`src/rtl/ble_pkg.sv`:
```
// Shared types and defaults for the multi-channel BLE motor controller.
//   ch_state_e : per-channel FSM state encoding (3 bits)
//   RETRY_W    : width of the per-channel auto-retry counter
//   DEF_*      : production timing defaults (100 MHz system clock)
//   cw()       : counter width for a terminal count, never narrower than 1 bit
package ble_pkg;

  typedef enum logic [2:0] {
    ST_IDLE     = 3'd0,
    ST_RUN      = 3'd1,
    ST_DEADTIME = 3'd2,
    ST_ALARM    = 3'd3,
    ST_ARESET   = 3'd4,
    ST_LOCKOUT  = 3'd5
  } ch_state_e;

  localparam int RETRY_W             = 2;
  localparam int DEF_DEADTIME_CYC    = 1_000_000;
  localparam int DEF_ALARM_HOLD_CYC  = 1_000_000_000;
  localparam int DEF_RESET_PULSE_CYC = 1_000_000;
  localparam int DEF_MAX_RETRY       = 3;
  localparam int DEF_SPD_WIN_CYC     = 100_000_000;
  localparam int DEF_SPD_W           = 16;

  function automatic int cw(input int n);
    return (n > 2) ? $clog2(n) : 1;
  endfunction

endpackage

```
`src/rtl/ble_ch_ctrl.sv`:
```
// One motor channel: alarm/speed synchronisers, control FSM with dead-time,
// alarm-hold, reset-pulse timers, retry counting and speed edge counting.
// Ports:
//   sys_clk, sys_rst      clock, async active-low reset
//   motor_state           run request
//   motor_direction       1 = forward, 0 = reverse
//   motor_alarm_reset     manual alarm reset (level)
//   speed_sel             {m1,m0}
//   speed_out, alarm_out_n  raw async driver feedback
//   win_end               shared speed window terminal cycle
//   fwd/rev/stop_mode/alarm_reset/m0/m1  registered driver controls
//   ch_locked, ch_alarm   registered status
//   retry_cnt             auto-retry count
//   speed_cnt             rising edges in the last completed window
module ble_ch_ctrl import ble_pkg::*; #(
  parameter int DEADTIME_CYC    = DEF_DEADTIME_CYC,
  parameter int ALARM_HOLD_CYC  = DEF_ALARM_HOLD_CYC,
  parameter int RESET_PULSE_CYC = DEF_RESET_PULSE_CYC,
  parameter int MAX_RETRY       = DEF_MAX_RETRY,
  parameter int SPD_W           = DEF_SPD_W
) (
  input  logic               sys_clk,
  input  logic               sys_rst,
  input  logic               motor_state,
  input  logic               motor_direction,
  input  logic               motor_alarm_reset,
  input  logic [1:0]         speed_sel,
  input  logic               speed_out,
  input  logic               alarm_out_n,
  input  logic               win_end,
  output logic               fwd,
  output logic               rev,
  output logic               stop_mode,
  output logic               alarm_reset,
  output logic               m0,
  output logic               m1,
  output logic               ch_locked,
  output logic               ch_alarm,
  output logic [RETRY_W-1:0] retry_cnt,
  output logic [SPD_W-1:0]   speed_cnt
);

  localparam int DT_W = cw(DEADTIME_CYC);
  localparam int AH_W = cw(ALARM_HOLD_CYC);
  localparam int RP_W = cw(RESET_PULSE_CYC);

  // Down-counters load N-1 and leave on zero, so the state lasts exactly N cycles.
  localparam logic [DT_W-1:0]    DT_LOAD = DT_W'(DEADTIME_CYC - 1);
  localparam logic [RP_W-1:0]    RP_LOAD = RP_W'(RESET_PULSE_CYC - 1);
  localparam logic [AH_W-1:0]    AH_LAST = AH_W'(ALARM_HOLD_CYC - 1);
  localparam logic [RETRY_W-1:0] MAX_R   = RETRY_W'(MAX_RETRY);

  // Synchronisers: alarm presets inactive (high), speed presets low.
  logic al_s1, al_s2, sp_s1, sp_s2, sp_d;
  logic alarm, rise;

  always_ff @(posedge sys_clk or negedge sys_rst) begin
    if (!sys_rst) begin
      al_s1 <= 1'b1;
      al_s2 <= 1'b1;
      sp_s1 <= 1'b0;
      sp_s2 <= 1'b0;
      sp_d  <= 1'b0;
    end else begin
      al_s1 <= alarm_out_n;
      al_s2 <= al_s1;
      sp_s1 <= speed_out;
      sp_s2 <= sp_s1;
      sp_d  <= sp_s2;
    end
  end

  assign alarm = ~al_s2;
  assign rise  = sp_s2 & ~sp_d;

  // Control FSM
  ch_state_e       st;
  logic            dir;
  logic [DT_W-1:0] dt_tmr;
  logic [AH_W-1:0] ah_tmr;
  logic [RP_W-1:0] rp_tmr;

  always_ff @(posedge sys_clk or negedge sys_rst) begin
    if (!sys_rst) begin
      st        <= ST_IDLE;
      dir       <= 1'b0;
      dt_tmr    <= '0;
      ah_tmr    <= '0;
      rp_tmr    <= '0;
      retry_cnt <= '0;
    end else if (motor_alarm_reset) begin
      // Manual reset beats everything; holding it keeps reloading the pulse.
      st        <= ST_ARESET;
      rp_tmr    <= RP_LOAD;
      retry_cnt <= '0;
    end else begin
      case (st)
        ST_IDLE: begin
          if (alarm) begin
            st     <= ST_ALARM;
            ah_tmr <= '0;
          end else if (motor_state) begin
            st  <= ST_RUN;
            dir <= motor_direction;
          end
        end
        ST_RUN: begin
          if (alarm) begin
            st     <= ST_ALARM;
            ah_tmr <= '0;
          end else if (!motor_state) begin
            st <= ST_IDLE;
          end else if (motor_direction != dir) begin
            st     <= ST_DEADTIME;
            dir    <= motor_direction;
            dt_tmr <= DT_LOAD;
          end
        end
        ST_DEADTIME: begin
          if (alarm) begin
            st     <= ST_ALARM;
            ah_tmr <= '0;
          end else if (!motor_state) begin
            st <= ST_IDLE;
          end else begin
            // Track late direction changes without restarting the dead-time.
            dir <= motor_direction;
            if (dt_tmr == '0) st <= ST_RUN;
            else              dt_tmr <= dt_tmr - 1'b1;
          end
        end
        ST_ALARM: begin
          if (!alarm) begin
            st     <= ST_IDLE;
            ah_tmr <= '0;
          end else if (ah_tmr == AH_LAST) begin
            if (retry_cnt < MAX_R) begin
              st        <= ST_ARESET;
              retry_cnt <= retry_cnt + 1'b1;
              rp_tmr    <= RP_LOAD;
            end else begin
              st <= ST_LOCKOUT;
            end
          end else begin
            ah_tmr <= ah_tmr + 1'b1;
          end
        end
        ST_ARESET: begin
          // A still-active alarm is picked up again from IDLE.
          if (rp_tmr == '0) st <= ST_IDLE;
          else              rp_tmr <= rp_tmr - 1'b1;
        end
        ST_LOCKOUT: st <= ST_LOCKOUT;
        default:    st <= ST_IDLE;
      endcase
    end
  end

  // Registered outputs decoded from the current state (one cycle behind it).
  always_ff @(posedge sys_clk or negedge sys_rst) begin
    if (!sys_rst) begin
      fwd         <= 1'b0;
      rev         <= 1'b0;
      stop_mode   <= 1'b0;
      alarm_reset <= 1'b0;
      ch_alarm    <= 1'b0;
      ch_locked   <= 1'b0;
      m0          <= 1'b0;
      m1          <= 1'b0;
    end else begin
      fwd         <= (st == ST_RUN) &  dir;
      rev         <= (st == ST_RUN) & ~dir;
      stop_mode   <= (st == ST_ARESET);
      alarm_reset <= (st == ST_ARESET);
      ch_alarm    <= (st == ST_ALARM);
      ch_locked   <= (st == ST_LOCKOUT);
      {m1, m0}    <= speed_sel;
    end
  end

  // Speed edge counter; an edge on the window-end cycle lands in that window.
  logic [SPD_W-1:0] edge_cnt, edge_nxt;

  assign edge_nxt = (rise && edge_cnt != '1) ? edge_cnt + 1'b1 : edge_cnt;

  always_ff @(posedge sys_clk or negedge sys_rst) begin
    if (!sys_rst) begin
      edge_cnt  <= '0;
      speed_cnt <= '0;
    end else if (win_end) begin
      speed_cnt <= edge_nxt;
      edge_cnt  <= '0;
    end else begin
      edge_cnt <= edge_nxt;
    end
  end

endmodule

```
`src/rtl/ble_motor_ctrl.sv`:
```
// Multi-channel BLE motor-driver controller: shared speed window counter and
// one ble_ch_ctrl per channel.
// Ports: sys_clk, sys_rst (async active-low); per-channel command inputs
// motor_state/motor_direction/motor_alarm_reset/speed_sel; raw driver
// feedback speed_out/alarm_out_n; registered driver controls fwd/rev/
// stop_mode/alarm_reset/m0/m1; status ch_locked/ch_alarm/retry_cnt/speed_cnt.
module ble_motor_ctrl import ble_pkg::*; #(
  parameter int N_CH            = 2,
  parameter int DEADTIME_CYC    = DEF_DEADTIME_CYC,
  parameter int ALARM_HOLD_CYC  = DEF_ALARM_HOLD_CYC,
  parameter int RESET_PULSE_CYC = DEF_RESET_PULSE_CYC,
  parameter int MAX_RETRY       = DEF_MAX_RETRY,
  parameter int SPD_WIN_CYC     = DEF_SPD_WIN_CYC,
  parameter int SPD_W           = DEF_SPD_W
) (
  input  logic                           sys_clk,
  input  logic                           sys_rst,
  input  logic [N_CH-1:0]                motor_state,
  input  logic [N_CH-1:0]                motor_direction,
  input  logic [N_CH-1:0]                motor_alarm_reset,
  input  logic [N_CH-1:0][1:0]           speed_sel,
  input  logic [N_CH-1:0]                speed_out,
  input  logic [N_CH-1:0]                alarm_out_n,
  output logic [N_CH-1:0]                fwd,
  output logic [N_CH-1:0]                rev,
  output logic [N_CH-1:0]                stop_mode,
  output logic [N_CH-1:0]                alarm_reset,
  output logic [N_CH-1:0]                m0,
  output logic [N_CH-1:0]                m1,
  output logic [N_CH-1:0]                ch_locked,
  output logic [N_CH-1:0]                ch_alarm,
  output logic [N_CH-1:0][RETRY_W-1:0]   retry_cnt,
  output logic [N_CH-1:0][SPD_W-1:0]     speed_cnt
);

  localparam int WIN_W = cw(SPD_WIN_CYC);

  // Free-running window shared by all channels so their speeds are coherent.
  logic [WIN_W-1:0] win_cnt;
  logic             win_end;

  assign win_end = (win_cnt == WIN_W'(SPD_WIN_CYC - 1));

  always_ff @(posedge sys_clk or negedge sys_rst) begin
    if (!sys_rst) win_cnt <= '0;
    else          win_cnt <= win_end ? '0 : win_cnt + 1'b1;
  end

  for (genvar i = 0; i < N_CH; i++) begin : g_ch
    ble_ch_ctrl #(
      .DEADTIME_CYC    (DEADTIME_CYC),
      .ALARM_HOLD_CYC  (ALARM_HOLD_CYC),
      .RESET_PULSE_CYC (RESET_PULSE_CYC),
      .MAX_RETRY       (MAX_RETRY),
      .SPD_W           (SPD_W)
    ) u_ch (
      .sys_clk           (sys_clk),
      .sys_rst           (sys_rst),
      .motor_state       (motor_state[i]),
      .motor_direction   (motor_direction[i]),
      .motor_alarm_reset (motor_alarm_reset[i]),
      .speed_sel         (speed_sel[i]),
      .speed_out         (speed_out[i]),
      .alarm_out_n       (alarm_out_n[i]),
      .win_end           (win_end),
      .fwd               (fwd[i]),
      .rev               (rev[i]),
      .stop_mode         (stop_mode[i]),
      .alarm_reset       (alarm_reset[i]),
      .m0                (m0[i]),
      .m1                (m1[i]),
      .ch_locked         (ch_locked[i]),
      .ch_alarm          (ch_alarm[i]),
      .retry_cnt         (retry_cnt[i]),
      .speed_cnt         (speed_cnt[i])
    );
  end

endmodule

```
`config.mk`:
```
export PLATFORM = sky130hd
export DESIGN_NAME = ble_motor_ctrl
export DESIGN_NICKNAME = d
export VERILOG_FILES = /design/src/rtl/ble_pkg.sv /design/src/rtl/ble_ch_ctrl.sv /design/src/rtl/ble_motor_ctrl.sv
export SDC_FILE = /design/constraint.sdc
export NUM_CORES = 1
export LEC_CHECK = 0
export ABC_AREA = 1
export ABC_CLOCK_PERIOD_IN_PS = 1600
export BUFFER_PORTS_ARGS = -buffer_cell sky130_fd_sc_hd__buf_2
export CAP_MARGIN = 0
export CORE_MARGIN = 10
export CORE_UTILIZATION = 57
export CTS_CLUSTER_SIZE = 25
export DETAILED_ROUTE_END_ITERATION = 16
export PLACE_DENSITY = 0.79
export SLEW_MARGIN = 10
export SYNTH_ARGS = -nofsm -noshare
export SYNTH_HDL_FRONTEND = slang
export SYNTH_SLANG_ARGS = --single-unit
```
`constraint.sdc`:
```
create_clock -name sys_clk -period 1.6 [get_ports sys_clk]
set_input_delay 0.08 -clock sys_clk [delete_from_list [all_inputs] [get_ports sys_clk]]
set_output_delay 0.08 -clock sys_clk [all_outputs]
set_load 0.1 [all_outputs]
```
==> results.toml <==
[sta]
maxSlewHeadroom_pct = 63.8
max_freq_mhz = 509
tightest_slew_ns = 0.541
hold_viol_final = 0
period_minus_slack_ns = 1.96
setup_violations = 224
fin_crit_sh_pct = 123
skew_ns = 0.0255
rsz0062_at_grt = "yes"
slew_violations = 0
fin_ws_ns = -0.364

[cells_and_area]
fillers = 1590
stdcell_count = 3301
finish.instance_area_um2 = 23900
multi_input_area_um2 = 10200
layout-drive-gt1-share_pct = 35.6
syn_to_final_growth_pct = 45.7
seq_area_um2 = 6710
final_cell_mix = "nand2_1 (641), buf_4 (382), nor2_1 (296), dfrtp_1 (250), inv_1 (193)"
final_common_cell = "nand2_1"
diodes = 0
final_nets = 2925

[critical_path]
crit_arrival_ns = 2.43
worst-setup-path-type = "reg -> reg"
critPathMaxFanout = 2
reg2reg_slack_ns = -0.36
reg2regPathDepth = 9
worstPathRequired_ns = 2.06
start_kind = "flop"
worst_setup_path_end_kind = "flop"

[die]
die_area_um2 = 36000
start_util_pct = 57.6
io_pins = 68
die_w_um = 190
coreArea_um2 = 28500
row_count = 62
dieHeight_um = 190

[routing]
first_pass_iters = 10
vias = 19600
drcViolationCount = 0
ant_nets = 0
vias_per_cell = 5.93
wl_um = 62300
wl_per_cell_um = 18.9
initialDrtViolationCount = 2252

[power_and_ir_drop]
swShare_pct = 41.7
peakVddDrop_mv = 1.24
p_int_mw = 18.0
clkPwrFrac_pct = 24.2
power.leakage_nw = 11.6
power_density_nw_per_um2 = 1290
comb_power_share_pct = 46.1
p_switching_mw = 12.9
sequentialPowerShare_pct = 29.7

[clock_network]
clkSinkCount = 267
cts_buffers = 29
cts_max_path_buffers = 3
htreeDepth = 1
worstSkewPairLatency_ns = 0.57
cts_tree = "done"
cts.clk_slew.worst_paths_ns = 0.07
clk_root_buffer_cell = "clkbuf_16"

[grt]
first_global_vias = 17800
grt_first_pass_wirelength_um = 84700
track_usage_pct = 27.7
antenna_found_initial = 0
overflow = 0
grt_max_degree = 48

[flow_run]
cap_viol_max_count = 0

[worst_hold_path]
hp-class = "in -> async"

[synthesis]
ys_seq_elements = 267
synthCells = 2401
syn_nets = 2432
seq_area_frac_synth_pct = 40.7
synth_area_per_cell_um2 = 6.84
yosysUniqueCellTypes = 45
syn_area_um2 = 16400
synth_edf_count = 0
async_flop_share_pct = 100
ys_warn_count = 0
synthFlopType = "dfrtp_1"

[placed_design]
post-place-cells = 3122
port_buffers = 67
post-dp-hpwl_um = 33500
place_area_um2 = 19800
gp_congestion = 0.947
dp_slack_ns = -0.153

[outcome]
status = "finished, violations left"
violations = "negative setup slack"
## cells in the mapped netlist, drive strengths merged, types with 5 or more instances
master  count  share of area (%)
a21oi      17               0.54
buf        57                2.5
clkbuf     22               0.50
dfrtp     263                 40
ha         15                1.1
inv       231                5.3
nand2     780                 18
nand3     192                5.9
nand3b      8               0.39
nand4      71                2.7
nor2      432                 10
nor3       49                1.8
nor4        5               0.19
o21ai     132                4.0
or2         5               0.19
xnor2      21                1.1
xor2       75                4.0
## cell families (layout without fill, tap and decap cells)
family / Yosys count / in the layout / synth area share [%]
buffers and inverters: 314 / 828 / 8.34
DFF: 267 / 267 / 40.7
AOI/OAI and AO/OA: 160 / 160 / 5.14
adders and majority gates: 15 / 15 / 1.14
and+or+nand+nor: 1549 / 1551 / 39.6
xor gates and xnor gates: 96 / 96 / 5.12
## cell type report
cell class / count / area share (%)
multi-input cells: 1822 / 42.5
flip-flops and latches: 267 / 28.0
repair buffers: 538 / 19.3
inverters: 235 / 3.85
clock buffers: 44 / 3.60
well taps: 384 / 2.01
clock inverters: 10 / 0.768
repair inverters: 1 / 0.0261
## power groups by stage
stage          sequential [mW]  clock [mW]  combinational (mW)
2_1_floorplan             9.23           0                6.54
3_3_place_gp              8.96           0                10.1
3_5_place_dp              9.01           0                10.5
4_1_cts                   8.99        7.44                11.9
5_1_grt                   9.29        7.79                15.2
6_report                  9.20        7.48                14.3
## registers in the layout, summed over array words and instances, names as in the netlist, 4 cells and up
signal and count:
g_ch.u_ch.rp_tmr 40, g_ch.u_ch.st 6, g_ch.u_ch.dt_tmr 40, g_ch.u_ch.edge_cnt 32, win_cnt 27, g_ch.u_ch.retry_cnt 4
g_ch.u_ch.ah_tmr 60, g_ch.u_ch.speed_cnt 32
## metrics by stage
| stage | hold slack, ns | utilization [%] | power (mW) | TNS, ns |
|---|---|---|---|---|
| 3_3_place_gp | 0.0319 | 69.5 | 19.1 | -4.54 |
| 2_1_floorplan | -0.216 | - | 15.8 | -11.30 |
| 3_5_place_dp | 0.0310 | 69.5 | 19.5 | -17.46 |
| 5_1_grt | 0.0685 | 83.9 | 32.3 | -43.96 |
| 4_1_cts | 0.0343 | 77.9 | 28.3 | -2.37 |
| 6_report | 0.0487 | 83.9 | 31.0 | -29.35 |
## final timing paths
kind,to,startpoint
worst max-delay path,g_ch[0].u_ch.ah_tmr[18],g_ch[0].u_ch.ah_tmr[1]
worst min-delay path,g_ch[0].u_ch.rp_tmr[5],sys_rst
worst max register to register,g_ch[0].u_ch.ah_tmr[18],g_ch[0].u_ch.ah_tmr[1]
worst min register to register,g_ch[1].u_ch.sp_s2,g_ch[1].u_ch.sp_s1
max in group asynchronous,g_ch[1].u_ch.al_s1,sys_rst
min in group sys_clk,g_ch[1].u_ch.dt_tmr[9],motor_state[1]
## worst max-delay path, cell delays in order, from the launching register on
cell,delay (ns)
dfrtp_1,0.48
ha_4,0.19
nand3_2,0.07
inv_2,0.09
buf_4,0.11
buf_4,0.10
nand4_1,0.12
or2_2,0.33
o21ai_1,0.15
and2_1,0.24
## routing by layer
layer,GRT usage [%],share of wire [%]
met5,0,0
met4,9.52,6.6
met3,4.25,8.7
met2,48.0,48
met1,34.4,37
## repair_timing
action,4_1_cts,5_1_grt
hold buffers,13,0
endpoints found under the setup margin,215,238
gates cloned,9,9
endpoints found under the hold margin,278,0
gates resized for setup,214,335
setup buffers,54,42
pin swaps,55,86
Power figures use the tool's default switching activity.
